### config.mk
export PLATFORM = sky130hd
export DESIGN_NAME = edge_timestamp_monitor
export DESIGN_NICKNAME = d
export VERILOG_FILES = /design/src/rtl/edge_timestamp_monitor.sv
export SDC_FILE = /design/constraint.sdc
export NUM_CORES = 1
export LEC_CHECK = 0
export CORE_MARGIN = 3
export CORE_UTILIZATION = 58
export DETAILED_ROUTE_END_ITERATION = 16
export PLACE_DENSITY_LB_ADDON = 0.08
export SYNTH_ARGS = -nofsm -noshare
export SYNTH_HDL_FRONTEND = slang
export SYNTH_SLANG_ARGS = --single-unit
### constraint.sdc
create_clock -name clk -period 5.4 [get_ports clk]
set_input_delay 0.54 -clock clk [delete_from_list [all_inputs] [get_ports clk]]
set_output_delay 0.54 -clock clk [all_outputs]
set_load 0.02 [all_outputs]
### src/rtl/edge_timestamp_monitor.sv
// edge_timestamp_monitor
//   Watches a serial bit that is already synchronous to clk and reports
//   every transition on it. For each edge it:
//     - raises rise_pulse or fall_pulse for one cycle;
//     - bumps a saturating edge counter;
//     - latches how long the previous level was held (run_len);
//     - offers a {polarity, timestamp} record on a valid/ready port.
//   If a record is still waiting when the next edge arrives, the new record
//   is dropped and ovf is set (sticky until clr_cnt).
//
// Ports
//   clk, rst_n        clock, synchronous active-low reset
//   din               monitored serial bit
//   en                monitor enable (record handshake keeps running when low)
//   clr_cnt           clears edge_cnt and ovf
//   rise_pulse        one-cycle pulse after a 0->1 edge
//   fall_pulse        one-cycle pulse after a 1->0 edge
//   edge_cnt          saturating count of detected edges
//   run_len           length of the last completed stable run, saturating
//   rec_valid/ready   record handshake
//   rec_data          {polarity (1=rise), timestamp at detection}
//   ovf               sticky "record dropped" flag
module edge_timestamp_monitor #(
    parameter int TS_W  = 32,
    parameter int CNT_W = 16
) (
    input  logic             clk,
    input  logic             rst_n,
    input  logic             din,
    input  logic             en,
    input  logic             clr_cnt,
    output logic             rise_pulse,
    output logic             fall_pulse,
    output logic [CNT_W-1:0] edge_cnt,
    output logic [CNT_W-1:0] run_len,
    output logic             rec_valid,
    input  logic             rec_ready,
    output logic [TS_W:0]    rec_data,
    output logic             ovf
);

    localparam logic [CNT_W-1:0] CNT_MAX = '1;
    localparam logic [CNT_W-1:0] CNT_ONE = {{(CNT_W-1){1'b0}}, 1'b1};
    localparam logic [TS_W-1:0]  TS_ONE  = {{(TS_W-1){1'b0}}, 1'b1};

    logic             d1_q,       d1_d;
    logic             primed_q,   primed_d;
    logic [TS_W-1:0]  ts_q,       ts_d;
    logic [CNT_W-1:0] run_cnt_q,  run_cnt_d;
    logic [CNT_W-1:0] run_len_q,  run_len_d;
    logic [CNT_W-1:0] edge_cnt_q, edge_cnt_d;
    logic             rise_q,     rise_d;
    logic             fall_q,     fall_d;
    logic             rec_valid_q, rec_valid_d;
    logic [TS_W:0]    rec_data_q, rec_data_d;
    logic             ovf_q,      ovf_d;

    logic edge_det;
    logic xfer;
    logic rec_load;
    logic rec_drop;

    always_comb begin
        // The first enabled cycle after reset only loads d1 (primed_q=0),
        // so a din that powers up high is not mistaken for a rising edge.
        edge_det = en && primed_q && (din != d1_q);
        xfer     = rec_valid_q && rec_ready;
        // A slot is free if empty or being emptied at this same edge.
        rec_load = edge_det && (!rec_valid_q || rec_ready);
        rec_drop = edge_det && rec_valid_q && !rec_ready;

        d1_d        = d1_q;
        primed_d    = primed_q;
        ts_d        = ts_q;
        run_cnt_d   = run_cnt_q;
        run_len_d   = run_len_q;
        edge_cnt_d  = edge_cnt_q;
        rec_valid_d = rec_valid_q;
        rec_data_d  = rec_data_q;

        rise_d = edge_det && din;
        fall_d = edge_det && !din;

        if (en) begin
            d1_d     = din;
            primed_d = 1'b1;
            ts_d     = ts_q + TS_ONE;
            if (edge_det) begin
                run_len_d = run_cnt_q;
                run_cnt_d = CNT_ONE;   // the edge cycle starts the new run
            end else if (run_cnt_q != CNT_MAX) begin
                run_cnt_d = run_cnt_q + CNT_ONE;
            end
        end

        // Clear wins over the old value, but an edge at the same posedge
        // still counts.
        if (clr_cnt) begin
            edge_cnt_d = edge_det ? CNT_ONE : '0;
        end else if (edge_det && (edge_cnt_q != CNT_MAX)) begin
            edge_cnt_d = edge_cnt_q + CNT_ONE;
        end

        ovf_d = (clr_cnt ? 1'b0 : ovf_q) | rec_drop;

        if (rec_load) begin
            rec_valid_d = 1'b1;
            rec_data_d  = {din, ts_q};
        end else if (xfer) begin
            rec_valid_d = 1'b0;
        end
    end

    always_ff @(posedge clk) begin
        if (!rst_n) begin
            d1_q        <= 1'b0;
            primed_q    <= 1'b0;
            ts_q        <= '0;
            run_cnt_q   <= '0;
            run_len_q   <= '0;
            edge_cnt_q  <= '0;
            rise_q      <= 1'b0;
            fall_q      <= 1'b0;
            rec_valid_q <= 1'b0;
            rec_data_q  <= '0;
            ovf_q       <= 1'b0;
        end else begin
            d1_q        <= d1_d;
            primed_q    <= primed_d;
            ts_q        <= ts_d;
            run_cnt_q   <= run_cnt_d;
            run_len_q   <= run_len_d;
            edge_cnt_q  <= edge_cnt_d;
            rise_q      <= rise_d;
            fall_q      <= fall_d;
            rec_valid_q <= rec_valid_d;
            rec_data_q  <= rec_data_d;
            ovf_q       <= ovf_d;
        end
    end

    assign rise_pulse = rise_q;
    assign fall_pulse = fall_q;
    assign edge_cnt   = edge_cnt_q;
    assign run_len    = run_len_q;
    assign rec_valid  = rec_valid_q;
    assign rec_data   = rec_data_q;
    assign ovf        = ovf_q;

endmodule

# Word-level counts from Yosys, hierarchy flattened
# Index checks and enable logic that the tools add are counted.
[word_totals] word_cells=44 regBits=119
[op_classes] add_sub_neg=3 n_reduce_logical=18 n_mux=8 eq_ne=3 bitwise=1
[op_table] cell="$mux 16" count=4
[op_table] cell="$add 16x1->16 const B" count=2
[op_table] cell="$add 32x1->32 const B" count=1
[op_table] cell="$ne 16x16->1 const B" count=2
[op_table] cell="$logic_and 1x1->1" count=9
[op_table] cell="$reduce_bool 2->1" count=3
[op_table] cell="$mux 1" count=4
[op_table] cell="$reduce_and 2->1" count=2
[op_table] cell="$logic_not 1->1" count=3
[op_table] cell="$logic_or 1x1->1" count=1
[op_table] cell="$ne 1x1->1" count=1
[op_table] cell="$or 1x1->1" count=1

# Longest topological paths before layout
# Gate-level depths: netlist of the first run.
[logic_depth] word_depth=5 depth_mapped=8 ltp_nobuf=5

# Worst setup path before layout of the first run
# OpenSTA, ideal clock, no wires.
[synth_timing] kind="reg2reg" startpoint="register edge_cnt_q[0] (netlist: edge_cnt[0])" endpoint="register edge_cnt_q[12] (netlist: edge_cnt[12])" synth_period_minus_slack_ns=2.089 path_buffers=1 stages_incl_launch_ff=7 setup_time_ns=0.135 setup_slack_ns=3.311 required_time_ns=5.265 arrival_time_ns=1.954 path_cell_list="dfxtp_1 > ha_1 > clkbuf_1 > nand4_1 > or4_1 > o311ai_0 > o41ai_1"
[synth_via] elab_chain_len=3 word_cells_on_any_way=6 classes_between="add/sub: 1; eq/ne: 1; mux: 2; reduce/logical: 2"
[synth_lines] item="start: declaration" line_no="51" rtl="logic [CNT_W-1:0] edge_cnt_q, edge_cnt_d;"
[synth_lines] item="start signal: assignment" line_no="133" rtl="edge_cnt_q <= edge_cnt_d;"
[synth_lines] item="$add 16x1->16 / $ne 16x16->1 (equally long branches)" line_no="101, 100"
[synth_lines] item="$mux 16 / $logic_and 1x1->1 (equally long branches)" line_no="100" rtl="end else if (edge_det && (edge_cnt_q != CNT_MAX)) begin"
[synth_lines] item="$mux 16 / $reduce_bool 2->1 (equally long branches)"
# Several ways; a longest one is shown, not always the timed one. The select of a mux whose other input is x is not followed.
# A chain may end at the register's enable or synchronous reset.

# Final worst setup path of the first run
[layout_timing] startpoint="input port en" endpoint="register run_cnt_q[12]"
[layout_via] elab_chain_len=4 word_cells_on_any_way=5 classes_between="mux: 1; reduce/logical: 4"
[layout_lines] item="start: declaration" line_no="30" rtl="input logic en,"
[layout_lines] item="$logic_and 1x1->1 (2 in a row)" line_no="66" rtl="edge_det = en && primed_q && (din != d1_q);"
[layout_lines] item="$reduce_bool 2->1 (no line)"
[layout_lines] item="$reduce_and 2->1 (no line)"
[layout_lines] item="end signal: assignment" line_no="131" rtl="run_cnt_q <= run_cnt_d;"
[layout_lines] item="end: declaration" line_no="49" rtl="logic [CNT_W-1:0] run_cnt_q, run_cnt_d;"
# Several ways; a longest one is shown, not always the timed one.

==> results of run 1 <==
[stage by stage]
step	cells	area, sq um	util, %	setup WS [ns]	hold WS (ns)
2_1_floorplan	635	5200	-	3.31	0.446
3_5_place_dp	783	5960	70.4	1.98	0.446
5_1_grt	815	6590	77.9	2.22	0.466
6_report	815	6590	77.9	2.45	0.451
3_3_place_gp	783	5960	70.4	2.12	0.442
4_1_cts	815	6590	77.9	2.46	0.454
[logic make-up (layout without fill, tap and decap cells)]
kind of cell	Yosys count	count (layout)	share of synthesized area, %
muxes	4	4	0.770
and+or+nand+nor	296	296	29.2
AOI/OAI and AO/OA	153	153	17.6
DFF	119	119	45.8
buffers and inverters	48	123	3.83
adders and majority gates	3	3	0.722
xor gates and xnor gates	12	12	2.02
[state kept, by name, indices dropped and copies added (netlist names)]
signal and cells:
rec_data 33, rec_valid 1, d1_q 1, run_cnt_q 16
ovf 1, ts_q 32, rise_pulse 1, run_len 16
fall_pulse 1, primed_q 1, edge_cnt 16
[per-layer routing]
layer	share of wire, %	vias to the layer above
met5	0	-
met4	1.8	0
met3	5.8	27
met2	50	196
met1	42	2384
li1	-	2450
[worst register-to-register path, stage by stage (launching register included)]
cell      delay, ns
dfxtp_1        0.44
xor2_1         0.45
nand2_1        0.79
a21boi_2       0.72
o211ai_1       0.17
[power by group through the flow]
stage | Clock [mW] | Sequential, mW | Combinational [mW]
after floorplan | 0 | 0.910 | 0.0451
after global placement | 0 | 0.910 | 0.0661
after detailed placement | 0 | 0.910 | 0.0682
after CTS | 1.19 | 0.892 | 0.0696
after global routing | 1.23 | 0.893 | 0.0772
final | 1.18 | 0.892 | 0.0702
[path summary, 6_finish.rpt]
kind | slack (ns) | end | startpoint
min | 0.45 | rec_data[17] | rec_data[17]
min reg2reg | 0.45 | rec_data[17] | rec_data[17]
max | 2.45 | run_cnt_q[12] | en
max reg2reg | 2.68 | run_cnt_q[12] | d1_q
[cells in the final DEF, fill, tap and decap left out, types with 15 or more instances in the layout]
| cell type | netlist | final |
|---|---|---|
| nand2_1 | 133 | 133 |
| or3_1 | 15 | 15 |
| o31ai_1 | 19 | 19 |
| a21oi_1 | 87 | 87 |
| clkdlybuf4s50_1 | 0 | 74 |
| nor2_1 | 24 | 24 |
| nand4_1 | 21 | 21 |
| or4_1 | 33 | 33 |
| nand3_1 | 23 | 23 |
| dfxtp_1 | 119 | 119 |
| clkbuf_16 | 0 | 16 |
[area by class of cell]
class	instances	area [sq um]	area share (%)
inverter	11	41.3	0.626
multi-input combinational	468	2620	39.8
tap	105	131	1.99
clock inverter	12	174	2.64
sequential	119	2380	36.1
clock buffer	20	455	6.91
timing repair buffer	80	786	11.9
==> results.cfg, run 1 <==
[outcome]
outcome = completed

[cells_and_area]
diodes = 0
layout-drive-gt1-share_pct = 6.62
area_growth_pct = 26.8
nNetsFinal = 706
num-fill-cells = 602

[power_and_ir_drop]
power_mw = 2.15
switching_share_pct = 21.4
power.share.clock_pct = 55.2
peakVddDrop_mv = 0.224
internal_power_mw = 1.69
pwr-share-seq_pct = 41.5
p_comb_share_pct = 3.3
p_switching_uw = 460
power_density_nw_per_um2 = 326
p_leak_nw = 2.05

[cts]
htreeDepth = 4
ctsRootBufferMaster = clkbuf_8
cts_setup_buffers = 0
cts_buffers = 17
postCtsHoldBufs = 0
clock-sinks = 119
cts_buffer_depth = 2
clkTransAtPathRegs_ns = 0.06
cts_resized = 0
cts_tree = done
insertion_delay_ns = 0.52

[hold_path]
hold_path_class = reg2reg
hold_path_depth = 2

[placement]
detailed_place_hpwl_um = 8440
port_buffers = 74
gp_congestion = 0.903

[route]
vias_per_cell = 6.20
drt-total-wl_um = 13300
dr.pass1.iters = 5
first_iter_violations = 326
vias = 5057
wl_per_cell_um = 16.3
drc = 0
drtAntennaViolNets = 0

[timing]
relSlewSlack_pct = 24.0
slew_violations = 0
clock-skew-final_ns = 0.00938
worstMarginPinSlew_ns = 1.14
hold_viol = 0
setup_viol = 0
fin_crit_ns = 2.95
fmax_ghz = 0.339
post-route-period-util_pct = 54.6
tns_ns = 0
rsz0062_at_grt = false

[setup_path]
critPathTopFamily = simple AND/OR/NAND/NOR gates
max_stage_delay_ns = 0.83
cp-end-kind = register
cp_max_fo = 35
startpoint_type = input port
critical_path_depth = 5
reg2reg_depth = 4
critPathBufInv = 1
critPathKind = in2reg
worstPathArrival_ns = 3.32
crit_chain = clkdlybuf4s50_1 -> and2_0 -> nand2_1 -> a21boi_2 -> o211ai_1
crit_required_ns = 5.78
slowest_stage = clkdlybuf4s50_1

[global_routing]
grt_pass1_wl_um = 22400
grt_util_met3_pct = 6.37
grtUsageMet2_pct = 45.9
overflow = 0
grt_pass1_vias = 4814
grt_busiest_layer = met2
grt_max_degree = 52
grt.total_usage_pct = 27.1
antenna_found_initial = 0
met1_usage_pct = 33.7

[synthesis]
synthTopCellsByArea = dfxtp_1, nand2_1, a21oi_1
syn_inst = 635
synth_top_area_share_pct = 45.8
ys.warnings.count = 0
synthDistinctLibCells = 46
syn_nets = 644
yosys-top-cells-count = nand2_1, dfxtp_1, a21oi_1, or4_1, clkbuf_1
ys_seq_area_share_pct = 45.8
synth_most_common_cell = nand2_1
synth_top_area_cell = dfxtp_1
async_flop_share_pct = 0
synthFlopType = dfxtp_1
synth-edff-count = 0
synth_area_sq_um = 5200
ys_ff_latch = 119
synth.avg_cell_area_sq_um = 8.19

[floorplan]
die_w_um = 101
io_pins = 75
core.rowCount = 33
start_util_pct = 61.4
fp.dieH_um = 101
dieArea_sq_um = 10100
core_sq_um = 8460

[job]
drv_cap = 0
(Power assumes the default switching activity.)
==> inputs of run 2 (changes only) <==
--- a/config.mk
+++ b/config.mk
@@ -6,7 +6,7 @@
 export NUM_CORES = 1
 export LEC_CHECK = 0
 export CORE_MARGIN = 3
-export CORE_UTILIZATION = 58
+export CORE_UTILIZATION = 49
 export DETAILED_ROUTE_END_ITERATION = 16
 export PLACE_DENSITY_LB_ADDON = 0.08
 export SYNTH_ARGS = -nofsm -noshare
==> constraint.sdc (replaced) <==
create_clock -name clk -period 2.7 [get_ports clk]
set_input_delay 0.27 -clock clk [delete_from_list [all_inputs] [get_ports clk]]
set_output_delay 0.27 -clock clk [all_outputs]
set_load 0.02 [all_outputs]
==> run 2 against run 1 <==
  * Cell count up 4.7%
  * Sequential power grew 100%
  * Largest cell class unchanged
  * Via count is 0.16% lower
==> results.cfg, run 2 (synthesis results as in run 1) <==
[timing]
fin_crit_ns = 2.35
hold_viol = 0
clock-skew-final_ns = 0.00521
relSlewSlack_pct = 55.7
tns_ns = 0
setup_viol = 0
fmax_ghz = 0.426
rsz0062_at_grt = false
slew_violations = 0
worstMarginPinSlew_ns = 0.658
post-route-period-util_pct = 86.9
hold_ws_ns = 0.450

[cts]
postCtsHoldBufs = 0
cts_buffers = 17
cts_setup_buffers = 0
clock-sinks = 119
htreeDepth = 4
cts_tree = done
cts_resized = 0
clkTransAtPathRegs_ns = 0.05
insertion_delay_ns = 0.52
ctsRootBufferMaster = clkbuf_8
cts_buffer_depth = 2

[setup_path]
cp_common_cell = or4_1
ff2ff_setup_slack_ns = 0.35
rr_startpoint = run_cnt_q[0]
cp_max_fo = 9
crit_required_ns = 3.14
startpoint_type = register
crit_chain = ha_1 -> nand3_1 -> or4_1 -> or4_1 -> o211ai_1
rr_endpoint = run_cnt_q[14]
reg2reg_depth = 5
max_stage_delay_ns = 0.57
slowest_stage = or4_1
critPathKind = reg2reg
cp-end-kind = register
worstPathArrival_ns = 2.78

[route]
vias = 5049
wl_met1_um = 5850
vias_per_cell = 5.92
first_iter_violations = 298
drt-total-wl_um = 13000
drc = 0
wl_per_cell_um = 15.2
wl_met2_um = 6040
drtAntennaViolNets = 0
top_layer = met4
dr.pass1.iters = 5
wl_met3_um = 818

[placement]
dp.cells = 821
detailed_place_hpwl_um = 8590
gp_congestion = 0.922
port_buffers = 74

[power_and_ir_drop]
power.share.clock_pct = 54.5
p_comb_share_pct = 3.6
p_leak_nw = 2.10
peakVddDrop_mv = 0.347
power_density_nw_per_um2 = 635
internal_power_mw = 3.36
power_mw = 4.25
p_switching_uw = 892
pwr-share-seq_pct = 41.9
switching_share_pct = 21.0

[hold_path]
hold_path_depth = 2
holdPathEnd = run_len[2]
hold_path_class = reg2reg
worstHoldStart = run_len[2]

[floorplan]
fp.dieH_um = 109
start_util_pct = 51.7
io_pins = 75
dieArea_sq_um = 11900
die_w_um = 109
core_sq_um = 10000
core.rowCount = 36

[outcome]
outcome = completed

[cells_and_area]
layout_commonest_cell = nand2_1
final-instance-count-excl-fill = 853
final_cell_mix = nand2_1, dfxtp_1, a21oi_1, clkdlybuf4s50_1, or4_1
num-fill-cells = 845
nNetsFinal = 716
area_growth_pct = 28.7
layout-drive-gt1-share_pct = 7.36
final_util_pct = 66.6
largest_reg_flops = 33
diodes = 0

[global_routing]
grt.total_usage_pct = 23.6
grt_max_degree = 47
grt_pass1_wl_um = 22600
antenna_found_initial = 0
grt_pass1_vias = 4956
overflow = 0

[job]
drv_cap = 0
-- run 2: critical path: cells and delay by family (launching register included) --
| family | cells | cell delay, ns |
|---|---|---|
| flip-flops | 1 | 0.48 |
| AND/OR/NAND/NOR | 3 | 1.39 |
| AO/OA/AOI/OAI | 1 | 0.10 |
| adder cells (fa/ha/maj) | 1 | 0.30 |
-- run 2: per-layer routing --
| layer | up-vias | track usage, % |
|---|---|---|
| li1 | 2477 | - |
| met4 | 0 | 9.38 |
| met2 | 171 | 37.2 |
| met5 | - | 0 |
| met1 | 2370 | 29.9 |
| met3 | 31 | 7.82 |
-- run 2: power by group through the flow --
stage / logic, mW / clock network [mW] / registers (mW)
after floorplan: 0.0902 / 0 / 1.82
after global placement: 0.148 / 0 / 1.82
after detailed placement: 0.152 / 0 / 1.82
after CTS: 0.154 / 2.34 / 1.78
after global routing: 0.170 / 2.43 / 1.78
final: 0.154 / 2.32 / 1.78
-- run 2: final cells by class --
class	count	area [sq um]	area share [%]
well taps	133	166	2.49
clock buffers	23	457	6.83
repair buffers	90	873	13.1
inverters	11	41.3	0.617
clock inverters	9	148	2.21
flip-flops and latches	119	2380	35.6
multi-input cells	468	2620	39.2
-- run 2: worst max-delay path by stage --
| stage | depth (start not counted) | start | to |
|---|---|---|---|
| final | 5 | run_cnt_q[0] | run_cnt_q[14] |
| after global routing | 5 | run_cnt_q[0] | run_cnt_q[14] |
| after floorplan | 6 | edge_cnt[0] | edge_cnt[12] |
| after CTS | 5 | run_cnt_q[0] | run_cnt_q[14] |
| after global placement | 6 | en | run_cnt_q[10] |
| after detailed placement | 6 | en | run_cnt_q[14] |
-- run 2: metrics by stage --
step | cell area (sq um) | setup slack [ns]
finish | 6690 | 0.354
floorplan | 5200 | 0.611
global placement | 6080 | 0.400
CTS | 6690 | 0.401
global route | 6690 | 0.265
detailed placement | 6080 | 0.272
